<file path="src/rtl/pc_pkg.sv">
// Shared types and constants for the fetch-stage PC sequencer.
package pc_pkg;
   typedef enum logic [1:0] {IDLE, RUN, DONE} pc_state_t;
   localparam int CNT_W = 16;
   localparam logic [CNT_W-1:0] CNT_MAX = 16'hFFFF;
endpackage

</file>
<file path="src/rtl/pc_sequencer_sat_counter.sv">
// Saturating up-counter with synchronous clear; 1-cycle update latency.
// No backpressure: en simply gates the increment, clear wins over enable.
module sat_counter
   import pc_pkg::*;
(
   input  logic             Clk,
   input  logic             Reset,
   input  logic             clr,
   input  logic             en,
   output logic [CNT_W-1:0] cnt
);

   always_ff @(posedge Clk) begin
      if (Reset || clr) begin
         cnt <= '0;
      end else if (en && (cnt != CNT_MAX)) begin
         cnt <= cnt + CNT_W'(1);
      end
   end

endmodule

</file>
<file path="src/rtl/pc_sequencer.sv">
// Fetch-stage PC sequencer: IDLE/RUN/DONE walk with LUT-resolved branches, 1-cycle PC update.
// stall holds PC and count; branch targets are absolute unless PC_REL_JUMP_EN selects PC-relative.
module pc_sequencer
   import pc_pkg::*;
#(
   parameter int             D          = 10,
   parameter int             LUT_AW     = 4,
   parameter logic [D-1:0]   START_ADDR = '0
)
(
   input  logic              Clk,
   input  logic              Reset,
   input  logic              start,
   input  logic              stall,
   input  logic              halt,
   input  logic              branch_en,
   input  logic [LUT_AW-1:0] lut_idx,
   output logic [LUT_AW-1:0] lut_addr,
   input  logic [D-1:0]      lut_target,
   output logic [D-1:0]      prog_ctr,
   output logic              running,
   output logic              done,
   output logic [15:0]       instr_cnt
);

   pc_state_t    state;
   logic [D-1:0] branch_tgt;
   logic         cnt_clr;
   logic         cnt_en;

   assign lut_addr = lut_idx;

`ifdef PC_REL_JUMP_EN
   // Two's-complement offset: plain modular add gives the signed result.
   assign branch_tgt = prog_ctr + lut_target;
`else
   assign branch_tgt = lut_target;
`endif

   assign cnt_clr = start && (state != RUN);
   assign cnt_en  = (state == RUN) && !stall;

   always_ff @(posedge Clk) begin
      if (Reset) begin
         state    <= IDLE;
         prog_ctr <= '0;
         running  <= 1'b0;
         done     <= 1'b0;
      end else begin
         case (state)
            IDLE, DONE: begin
               if (start) begin
                  state    <= RUN;
                  prog_ctr <= START_ADDR;
                  running  <= 1'b1;
                  done     <= 1'b0;
               end
            end
            RUN: begin
               if (!stall) begin
                  if (halt) begin
                     state   <= DONE;
                     running <= 1'b0;
                     done    <= 1'b1;
                  end else if (branch_en) begin
                     prog_ctr <= branch_tgt;
                  end else begin
                     prog_ctr <= prog_ctr + D'(1);
                  end
               end
            end
            default: begin
               state    <= IDLE;
               prog_ctr <= '0;
               running  <= 1'b0;
               done     <= 1'b0;
            end
         endcase
      end
   end

   sat_counter u_instr_cnt (
      .Clk   (Clk),
      .Reset (Reset),
      .clr   (cnt_clr),
      .en    (cnt_en),
      .cnt   (instr_cnt)
   );

endmodule

</file>
<file path="config.mk">
export PLATFORM = sky130hd
export DESIGN_NAME = pc_sequencer
export DESIGN_NICKNAME = d
export VERILOG_FILES = /design/src/rtl/pc_pkg.sv /design/src/rtl/pc_sequencer_sat_counter.sv /design/src/rtl/pc_sequencer.sv
export SDC_FILE = /design/constraint.sdc
export NUM_CORES = 1
export LEC_CHECK = 0
export BUFFER_PORTS_ARGS = -buffer_cell sky130_fd_sc_hd__buf_2
export CORE_MARGIN = 8
export CORE_UTILIZATION = 40
export CTS_CLUSTER_SIZE = 30
export DETAILED_ROUTE_END_ITERATION = 6
export GPL_ROUTABILITY_DRIVEN = 0
export PLACE_DENSITY = 0.62
export SETUP_SLACK_MARGIN = 0.2
export SLEW_MARGIN = 20
export SYNTH_ARGS = -nofsm -noshare
export SYNTH_HDL_FRONTEND = slang
export SYNTH_SLANG_ARGS = --single-unit
</file>
<file path="constraint.sdc">
create_clock -name Clk -period 3.6 [get_ports Clk]
set_clock_uncertainty 0.05 [all_clocks]
set_input_delay 0.72 -clock Clk [delete_from_list [all_inputs] [get_ports Clk]]
set_output_delay 0.72 -clock Clk [all_outputs]
set_load 0.005 [all_outputs]
</file>
==> results of run 1 <==
-- layout make-up --
cell class | instances | area, um^2 | area share (%)
Inverter | 6 | 22.52 | 1.173
Multi-Input combinational cell | 149 | 952.2 | 49.58
Clock buffer | 8 | 80.08 | 4.169
Sequential cell | 29 | 580.6 | 30.23
Tap cell | 50 | 62.56 | 3.257
Timing Repair Buffer | 44 | 222.7 | 11.60
-- through the flow --
step	setup slack, ns	area (um^2)	hold WS (ns)
after detailed placement	1.213	1841	0.4164
after CTS	1.444	1921	0.4251
after global placement	1.229	1841	0.4100
final	1.405	1921	0.4267
after floorplan	1.589	1620	0.4204
after global routing	1.241	1921	0.4770
-- worst max-delay path: cells and delay by family (launching register included) --
| kind | cells | cell delay [ns] |
|---|---|---|
| multiplexers | 1 | 0.16 |
| flip-flops | 1 | 0.47 |
| AO/OA/AOI/OAI | 1 | 0.25 |
| AND/OR/NAND/NOR | 2 | 1.15 |
-- cells by family after synthesis --
logic type                 after synthesis
buffers and inverters                   19
adders and majority gates                2
and+or+nand+nor                         79
AOI/OAI and AO/OA                       61
muxes                                    7
DFF                                     29
-- power groups by stage --
stage	Clock (uW)	Combinational (uW)	Sequential, uW
final	255	63.8	332
after global routing	280	71.1	333
after CTS	261	64.0	332
after detailed placement	0	63.7	339
after global placement	0	62.8	339
after floorplan	0	44.3	338
-- routing by layer --
layer / vias to the layer above / GRT usage [%] / wire, um
li1: 816 / - / -
met2: 46 / 20.70 / 1903
met5: - / 0 / 0
met1: 754 / 16.91 / 2023
met3: 2 / 5.293 / 314
met4: 0 / 2.222 / 19
-- worst paths after layout --
kind	depth (start not counted)	endpoint
setup / recovery	4	u_instr_cnt.cnt[1]
hold / removal	2	running
setup reg to reg	4	u_instr_cnt.cnt[1]
hold reg to reg	2	running
-- state kept, by name, summed over array words and instances (netlist names) --
register,cells
prog_ctr,10
done,1
u_instr_cnt.cnt,16
state,1
running,1
-- layout by cell type, fill, tap and decap left out, types with 7 or more instances in the layout --
cell	netlist	layout
a21oi_1	17	17
buf_2	1	43
dfxtp_1	29	29
mux2i_1	7	7
nand2_1	19	19
nor2_1	12	12
o21ai_1	11	11
or4_1	9	9
==> key figures, run 1 <==
Routing
  – DRC viols: 0
  – Antenna-violating nets left: 0
  – Via/cell ratio: 5.657
  – Wirelength per Cell: 14.89 um
  – DRT Pass-1 Iters: 4
  – Starting DRC count in detailed routing: 88
  – Vias post-DR: 1,618
  – Detailed Route WL: 4259 um

GRT
  – Vias in the first global route: 1,458
  – Total track usage: 13.27%
  – Maximum number of pins on one net before global-route repair: 21
  – First-pass GRT wire length: 6886 um
  – Number of antenna violations at the first check in global routing: 0
  – GR Overflow Total: 0

Logic synthesis
  – Mean Syn Cell Area: 8.225 um^2
  – Compound-gate portion of the synthesized area: 25.48%
  – Post-Syn Area: 1620 um^2
  – Dominant synthesized flop cell: dfxtp_1
  – Register bit total from synthesis: 29
  – Synth Instances: 197
  – Largest family of logic cells by synthesized area: simple AND/OR/NAND/NOR gates
  – Top post-synthesis cells by count: dfxtp_1 (29), nand2_1 (19), a21oi_1 (17), nor2_1 (12), o21ai_1 (11)
  – Share of flip-flops with an asynchronous set or reset: 0%
  – Post-Synth Simple-Gate Area: 27.41%
  – Syn_nets: 219
  – Synth top area share: 35.83%
  – Post-Synth Adder-Cell Area: 1.544%
  – Netlist cell types: 42
  – Synth top area cells: dfxtp_1 (36%), a21oi_1 (5.3%), nand2_1 (4.4%)
  – Xor/xnor cell area share of the yosys netlist: 0%
  – Post-synth EDFFs: 0
  – Post-synth top area cell: dfxtp_1
  – Mux cell area share after synthesis: 4.324%
  – Post-synthesis sequential area ratio: 35.83%
  – Count leader, synth: dfxtp_1
  – Synth warn: 0

Clock tree
  – TritonCTS Sinks: 29
  – CTS tree: yes
  – Num CTS Buffers: 5
  – Resize count post-CTS: 0
  – # hold bufs at CTS: 0
  – Clock latency at the later pin of the worst-skew pair: 0.27 ns
  – H-tree depth: 2
  – Root buf cell: clkbuf_8
  – Post-CTS Setup Bufs: 0
  – Max Buffers Root-to-Sink: 2
  – Clock slew at reported path FFs: 0.06 ns

Finish
  – Fill cell count: 399
  – Layout cells sized above 1: 22.46%
  – N_diodes: 0
  – NumNets Final: 257
  – Area grow syn2layout: 18.53%
  – Fin util: 48.71%
  – Final std cells w/o fill: 286

Setup path
  – Reg-to-reg startpoint: u_instr_cnt.cnt[11]
  – Worst Setup End Kind: flop
  – Slowest stage delay, CP: 0.92 ns
  – WP data arrival: 2.30 ns
  – Worst path cell trace: nand4_1 -> nor3_1 -> a21oi_1 -> mux2i_1
  – Worst setup path class: flop to flop
  – Crit path launch type: flop
  – Data required time of the critical path: 3.70 ns
  – CP Max Fanout: 11
  – Setup slack, reg-to-reg: 1.40 ns
  – Critical Path Start: u_instr_cnt.cnt[11]
  – Critical-path cell with the highest stage delay: nor3_1

Hold path
  – Worst Hold Class: flop to flop
  – HP Start: running

Power
  – Cell internal pwr: 490.6 uW
  – Pwr dens: 339.0 nW/um^2
  – Psw: 160.5 uW
  – Sequential share of power: 51.0%
  – Sw Ratio: 24.65%
  – Worst IR Drop VDD: 0.1512 mV
  – Clock share of power: 39.2%
  – Design Power: 651.1 uW
  – Logic pwr share: 9.8%
  – Leakage: 0.0007882 uW

Timing
  – Hold Vio Cnt, Final: 0
  – Final setup vio count: 0
  – Worst slew pin tran: 1.077 ns
  – Final min period: 2.195 ns
  – Final Cycle Share: 60.98%
  – Max Freq: 455.5 MHz
  – Slew Viols, Final: 0
  – Unrepaired setup endpoints after global routing: no
  – Final TNS setup: 0 ns
  – Rel. slew slack: 27.68%

Status
  – Status: completed

Floorplanning
  – Total die area: 6343 um^2
  – # IOs: 52
  – # rows: 23
  – Die height: 79.65 um
  – Die width: 79.65 um
  – Core ar.: 3943 um^2
  – Initial Util: 41.10%

Placement
  – Placed instance count: 278
  – # port buffers: 43
  – Final HPWL DP: 3118 um

Run
  – Max_cap viols: 0
Note: power is estimated with default switching activity, not from simulation.
==> inputs of run 2 (changes only) <==
ABC_AREA = 1   (was unset)
PLACE_DENSITY = 0.61   (was 0.62)
clock period = 2.15 ns   (was 3.6 ns; I/O delays follow)
==> run 2 against run 1 <==
Compared with the run above: sequential share of layout area decreased by 2.3 points; cell count increased by 27%; largest power group unchanged; via count increased by 7.2%; die area increased by 6.9%; critical path type unchanged; hold slack got worse by 0.10 ns; final area increased by 8.3%; synthesized area increased by 8.6%; largest cell class unchanged; power increased by 83%; clock-buffer cell count unchanged; global-route usage increased by 0.49 points; synthesized cell count increased by 36%.
==> key figures, run 2 <==
Status
  – Status: completed (unchanged)

Floorplanning
  – Total die area: 6780 um^2 (was 6343 um^2)
  – Die height: 82.34 um (was 79.65 um)
  – Core ar.: 4294 um^2 (was 3943 um^2)
  – Initial Util: 41.00% (was 41.10%)
  – # rows: 24 (was 23)
  – # IOs: 52 (unchanged)
  – Die width: 82.34 um (was 79.65 um)

GRT
  – Maximum number of pins on one net before global-route repair: 15 (was 21)
  – Met3 Resource Use GR: 3.680% (was 5.293%)
  – Peak-usage layer in the global routing report: met2 (unchanged)
  – First-pass GRT wire length: 7369 um (was 6886 um)
  – Met1 usage: 16.78% (was 16.91%)
  – GR Overflow Total: 0 (unchanged)
  – Number of antenna violations at the first check in global routing: 0 (unchanged)
  – Total track usage: 13.76% (was 13.27%)
  – Vias in the first global route: 1,706 (was 1,458)
  – Met2 Usage GRT: 22.00% (was 20.70%)

Clock tree
  – Clock slew at reported path FFs: 0.06 ns (about the same)
  – TritonCTS Sinks: 29 (unchanged)
  – CTS tree: yes (unchanged)
  – # hold bufs at CTS: 0 (unchanged)
  – Clock latency at the later pin of the worst-skew pair: 0.28 ns (was 0.27 ns)
  – Post-CTS Setup Bufs: 0 (unchanged)
  – Root buf cell: clkbuf_8 (unchanged)
  – Resize count post-CTS: 0 (unchanged)
  – H-tree depth: 2 (unchanged)
  – Max Buffers Root-to-Sink: 2 (unchanged)
  – Num CTS Buffers: 5 (unchanged)

Setup path
  – CP Max Fanout: 14 (was 11)
  – Data required time of the critical path: 2.25 ns (was 3.70 ns)
  – Slowest stage delay, CP: 0.40 ns (was 0.92 ns)
  – Worst setup path class: flop to flop (unchanged)
  – Setup slack, reg-to-reg: 0.38 ns (was 1.40 ns)
  – Worst path cell trace: ha_1 -> inv_1 -> nor2_4 -> nand2_4 -> o21ai_4 -> inv_2 -> nand2_1 -> a21oi_2 (was nand4_1 -> nor3_1 -> a21oi_1 -> mux2i_1)
  – Critical-path cell with the highest stage delay: dfxtp_1 (was nor3_1)
  – Worst Setup End Kind: flop (unchanged)
  – Critical Path Start: u_instr_cnt.cnt[0] (was u_instr_cnt.cnt[11])
  – WP data arrival: 1.86 ns (was 2.30 ns)
  – Crit path launch type: flop (unchanged)
  – Reg-to-reg startpoint: u_instr_cnt.cnt[0] (was u_instr_cnt.cnt[11])

Routing
  – Antenna-violating nets left: 0 (unchanged)
  – DRC viols: 0 (unchanged)
  – Detailed Route WL: 4309 um (was 4259 um)
  – Vias post-DR: 1,735 (was 1,618)
  – DRT Pass-1 Iters: 5 (was 4)
  – Wirelength per Cell: 11.84 um (was 14.89 um)
  – Via/cell ratio: 4.766 (was 5.657)
  – Starting DRC count in detailed routing: 65 (was 88)

Logic synthesis
  – Dominant synthesized flop cell: dfxtp_1 (unchanged)
  – Synth top area cells: dfxtp_1 (33%), nand2_1 (16%), nor2_1 (8.7%) (was dfxtp_1 (36%), a21oi_1 (5.3%), nand2_1 (4.4%))
  – Mean Syn Cell Area: 6.593 um^2 (was 8.225 um^2)
  – Post-synth EDFFs: 0 (unchanged)
  – Synth top area share: 32.98% (was 35.83%)
  – Count leader, synth: nand2_1 (was dfxtp_1)
  – Top post-synthesis cells by count: nand2_1 (74), nor2_1 (41), dfxtp_1 (29), inv_1 (26), o21ai_0 (18) (was dfxtp_1 (29), nand2_1 (19), a21oi_1 (17), nor2_1 (12), o21ai_1 (11))
  – Register bit total from synthesis: 29 (unchanged)
  – Post-synthesis sequential area ratio: 32.98% (was 35.83%)
  – Share of flip-flops with an asynchronous set or reset: 0% (unchanged)
  – Post-Syn Area: 1760 um^2 (was 1620 um^2)
  – Synth Instances: 267 (was 197)
  – Syn_nets: 289 (was 219)
  – Post-synth top area cell: dfxtp_1 (unchanged)
  – Netlist cell types: 26 (was 42)
  – Synth warn: 0 (unchanged)

Timing
  – Rel. slew slack: 63.21% (was 27.68%)
  – Slew Viols, Final: 0 (unchanged)
  – Final Cycle Share: 82.17% (was 60.98%)
  – Hold Vio Cnt, Final: 0 (unchanged)
  – Final TNS setup: 0 ns (unchanged)
  – Max Freq: 566.0 MHz (was 455.5 MHz)
  – Final setup vio count: 0 (unchanged)
  – Worst slew pin tran: 0.5512 ns (was 1.077 ns)
  – Final min period: 1.767 ns (was 2.195 ns)
  – Unrepaired setup endpoints after global routing: no (unchanged)

Finish
  – Final std cells w/o fill: 364 (was 286)
  – Area grow syn2layout: 18.12% (was 18.53%)
  – Layout cells sized above 1: 23.40% (was 22.46%)
  – Finished layout cell area: 2079 um^2 (was 1921 um^2)
  – Largest Register: u_instr_cnt.cnt (unchanged)
  – N_diodes: 0 (unchanged)
  – Largest register FFs: 16 (unchanged)
  – Commonest non-fill, non-tap cell in the layout: nand2_1 (was buf_2)
  – Most frequent cells in the layout: nand2_1 (74), buf_2 (43), nor2_1 (41) (was buf_2 (43), dfxtp_1 (29), nand2_1 (19))
  – Top Registers: u_instr_cnt.cnt x16, prog_ctr x10 (unchanged)
  – NumNets Final: 333 (was 257)

Power
  – Leakage: 0.0009360 uW (was 0.0007882 uW)
  – Worst IR Drop VDD: 0.2782 mV (was 0.1512 mV)
  – Pwr dens: 574.4 nW/um^2 (was 339.0 nW/um^2)
  – Design Power: 1194 uW (was 651.1 uW)

Placement
  – Final HPWL DP: 3322 um (was 3118 um)
  – Area after DPL: 1999 um^2 (was 1841 um^2)
  – # port buffers: 43 (unchanged)
  – Placed instance count: 356 (was 278)

Run
  – Max_cap viols: 0 (unchanged)

Hold path
  – Worst Hold Class: primary input to flop (was flop to flop)
  – HP Start: Reset (was running)
## run 2: cell types whose count changed in the layout (fill, tap and decap cells not counted), moves of 10 or more
cell	previous run	this run
a21oi_2	0	10
inv_1	6	26
nand2_1	19	74
nor2_1	12	41
o21ai_0	2	18
o21ai_1	11	1
## run 2: power breakdown
part	total (uW)	switching [uW]	internal, uW
logic	191	123	67.4
clock network	427	197	229
registers	577	17.8	559
total	1190	338	856
## run 2: per-stage QoR
step                      setup WS [ns]  util (%)  hold WS, ns
after floorplan                  0.5500         -       0.3992
after global placement           0.4713     46.56       0.4009
after detailed placement         0.3788     46.56       0.4026
after CTS                        0.3783     48.43       0.3165
after global routing             0.2394     48.43       0.3157
final                            0.3833     48.43       0.3221
## run 2: final timing paths
kind | cells after the start | to
setup / recovery | 8 | u_instr_cnt.cnt[6]
hold / removal | 2 | prog_ctr[1]
setup reg to reg | 8 | u_instr_cnt.cnt[6]
hold reg to reg | 2 | running
## run 2: worst max-delay path, delay by kind of cell, from the launching register on
family          cells  cell delay, ns
simple gates        3            0.38
buf+inv             2            0.28
flops               1            0.40
compound gates      2            0.31
fa+ha+maj           1            0.22
## run 2: logic make-up after synthesis
| logic type | after synthesis | share of synthesized area, % |
|---|---|---|
| AO/OA/AOI/OAI | 41 | 14.64 |
| XOR/XNOR | 11 | 5.473 |
| flip-flops | 29 | 32.98 |
| buffers and inverters | 37 | 9.595 |
| AND/OR/NAND/NOR | 146 | 35.32 |
| adder cells (fa/ha/maj) | 2 | 1.421 |
| multiplexers | 1 | 0.5686 |
## run 2: layer usage
metal | up-vias | part of all wire [%]
met5 | - | 0
met4 | 0 | 1.5
met3 | 7 | 5.3
met2 | 30 | 43
met1 | 764 | 50
li1 | 934 | -
## run 2: area by class of cell
cell class / count / area (um^2)
clock buffers: 8 / 80.08
multi-input cells: 201 / 1011
repair buffers: 46 / 237.7
inverters: 28 / 105.1
well taps: 52 / 65.06
flip-flops and latches: 29 / 580.6
fillers: 460 / 2215
==> inputs of run 3 (changes only) <==
clock period = 1.8 ns   (was 2.15 ns; I/O delays follow)
==> run 3 against run 2 <==
Compared with the run above: final area grew 4.4%; hold slack lost 0.063 ns; sequential share of layout area shrank 0.71 points; critical endpoint unchanged.
==> key figures, run 3 (same netlist as run 2, synthesis figures left out) <==
Placement
  – Final HPWL DP: 3358 um (was 3322 um)
  – # port buffers: 43 (unchanged)
  – Placed instance count: 360 (was 356)

Setup path
  – Instance count on the critical path: 8 (unchanged)
  – Worst Reg-to-Reg Cells: 8 (unchanged)
  – CP Max Fanout: 8 (was 14)
  – Setup slack, reg-to-reg: 0.32 ns (was 0.38 ns)
  – WP buf/inv: 2 (unchanged)
  – Worst path cell trace: ha_4 -> inv_1 -> nor2_4 -> nand2_4 -> o21ai_4 -> buf_6 -> nand2_1 -> a21oi_2 (was ha_1 -> inv_1 -> nor2_4 -> nand2_4 -> o21ai_4 -> inv_2 -> nand2_1 -> a21oi_2)
  – Slowest stage delay, CP: 0.38 ns (was 0.40 ns)
  – Data required time of the critical path: 1.96 ns (was 2.25 ns)
  – CP delay by family, top: flip-flops (unchanged)
  – Crit path launch type: flop (unchanged)
  – Worst Setup End Kind: flop (unchanged)
  – FF-to-FF End: u_instr_cnt.cnt[6] (unchanged)
  – WP data arrival: 1.64 ns (was 1.86 ns)
  – Reg-to-reg startpoint: u_instr_cnt.cnt[0] (unchanged)
  – Critical-path cell with the highest stage delay: dfxtp_4 (was dfxtp_1)
  – Worst setup path class: flop to flop (unchanged)

Timing
  – Worst slew pin tran: 0.3973 ns (was 0.5512 ns)
  – Unrepaired setup endpoints after global routing: yes (was no)
  – Final Cycle Share: 82.37% (was 82.17%)
  – Hold_ws: 0.2593 ns (was 0.3221 ns)
  – Final TNS setup: 0 ns (unchanged)
  – Slew Viols, Final: 0 (unchanged)
  – Max Freq: 674.5 MHz (was 566.0 MHz)
  – Rel. slew slack: 73.48% (was 63.21%)
  – Final min period: 1.483 ns (was 1.767 ns)
  – Final setup vio count: 0 (unchanged)
  – Hold Vio Cnt, Final: 0 (unchanged)

Finish
  – N_diodes: 0 (unchanged)
  – Layout cells sized above 1: 28.48% (was 23.40%)
  – Area of the multi-input gates: 1039 um^2 (was 1011 um^2)
  – Largest register FFs: 16 (unchanged)
  – Area grow syn2layout: 23.31% (was 18.12%)
  – NumNets Final: 338 (was 333)
  – Most frequent cells in the layout: nand2_1 (71), buf_2 (43), nor2_1 (40) (was nand2_1 (74), buf_2 (43), nor2_1 (41))
  – Top Registers: u_instr_cnt.cnt x16, prog_ctr x10 (unchanged)
  – Fill cell count: 451 (was 460)
  – Register area: 590.6 um^2 (was 580.6 um^2)
  – Commonest non-fill, non-tap cell in the layout: nand2_1 (unchanged)
  – Final std cells w/o fill: 368 (was 364)
  – Largest Register: u_instr_cnt.cnt (unchanged)

Clock tree
  – H-tree depth: 2 (unchanged)
  – Root buf cell: clkbuf_8 (unchanged)
  – Num CTS Buffers: 5 (unchanged)
  – CTS tree: yes (unchanged)
  – TritonCTS Sinks: 29 (unchanged)
  – Clock latency at the later pin of the worst-skew pair: 0.27 ns (was 0.28 ns)
  – # hold bufs at CTS: 0 (unchanged)
  – Clock slew at reported path FFs: 0.06 ns (about the same)
  – Max Buffers Root-to-Sink: 2 (unchanged)

Hold path
  – Worst hold path depth: 2 (unchanged)
  – Worst Hold Class: primary input to flop (unchanged)
  – HP Start: Reset (unchanged)
  – Hold Path End: running (was prog_ctr[1])

GRT
  – Vias in the first global route: 1,672 (was 1,706)
  – Maximum number of pins on one net before global-route repair: 15 (unchanged)
  – First-pass GRT wire length: 7369 um (unchanged)
  – GR Overflow Total: 0 (unchanged)
  – Number of antenna violations at the first check in global routing: 0 (unchanged)
  – Total track usage: 13.66% (was 13.76%)

Floorplanning
  – Die height: 82.34 um (unchanged)
  – # IOs: 52 (unchanged)
  – Initial Util: 41.00% (unchanged)
  – Core ar.: 4294 um^2 (unchanged)
  – # rows: 24 (unchanged)
  – Die width: 82.34 um (unchanged)
  – Total die area: 6780 um^2 (unchanged)

Routing
  – Detailed Route WL: 4373 um (was 4309 um)
  – Via/cell ratio: 4.793 (was 4.766)
  – Starting DRC count in detailed routing: 100 (was 65)
  – DRC viols: 0 (unchanged)
  – Wirelength per Cell: 11.88 um (was 11.84 um)
  – Vias post-DR: 1,764 (was 1,735)
  – Antenna-violating nets left: 0 (unchanged)
  – DRT Pass-1 Iters: 4 (was 5)

Power
  – Design Power: 1464 uW (was 1194 uW)
  – Worst IR Drop VDD: 0.4223 mV (was 0.2782 mV)
  – Pwr dens: 674.5 nW/um^2 (was 574.4 nW/um^2)
  – Leakage: 0.0009691 uW (was 0.0009360 uW)

Run
  – Max_cap viols: 0 (unchanged)

Status
  – Status: completed (unchanged)
run 3: cell count changes in the layout (fill, tap and decap cells not counted), moves of 2 or more:
cell | previous run | this run
nand2_2 | 2 | 5
buf_4 | 3 | 6
buf_6 | 0 | 2
clkbuf_1 | 3 | 1
dfxtp_4 | 0 | 2
dfxtp_2 | 0 | 2
dfxtp_1 | 29 | 25
nand2_1 | 74 | 71
run 3: through the flow:
step / setup WS [ns] / util [%] / cell area, um^2
floorplan: 0.2000 / - / 1760
global placement: 0.2237 / 47.26 / 2029
detailed placement: 0.1705 / 47.26 / 2029
CTS: 0.2051 / 49.33 / 2118
global route: 0.1603 / 50.55 / 2171
finish: 0.3174 / 50.55 / 2171
run 3: layer usage:
layer / GRT usage, % / part of all wire, % / wire length (um) / vias up
met5: 0 / 0 / 0 / -
met4: 4.737 / 0.89 / 39 / 0
met3: 3.788 / 5.9 / 260 / 4
met2: 22.79 / 48 / 2089 / 32
met1: 16.41 / 45 / 1983 / 785
li1: - / - / - / 943
run 3: cell type report:
cell class | count | area share, %
well taps | 52 | 2.997
clock buffers | 7 | 3.977
flip-flops and latches | 29 | 27.20
multi-input cells | 201 | 47.84
inverters | 28 | 4.957
repair buffers | 51 | 13.03
run 3: how the worst max path moves through the flow:
stage,slack [ns],end,from
after floorplan,0.20,u_instr_cnt.cnt[5],u_instr_cnt.cnt[1]
after global placement,0.22,u_instr_cnt.cnt[5],u_instr_cnt.cnt[0]
after detailed placement,0.17,u_instr_cnt.cnt[2],u_instr_cnt.cnt[1]
after CTS,0.21,u_instr_cnt.cnt[7],u_instr_cnt.cnt[0]
after global routing,0.16,u_instr_cnt.cnt[15],u_instr_cnt.cnt[12]
final,0.32,u_instr_cnt.cnt[6],u_instr_cnt.cnt[0]
run 3: what timing repair did:
item                       in CTS  in global routing
resized for setup               2                 16
pin swaps                       0                  2
buffers inserted                0                  1
setup endpoints to repair      14                 23
cloned                          0                  0
run 3: where the power goes:
group / internal [uW] / switching, uW / total, uW
logic: 91.9 / 152 / 244
registers: 667 / 22.6 / 690
clock network: 303 / 227 / 530
total: 1060 / 403 / 1460
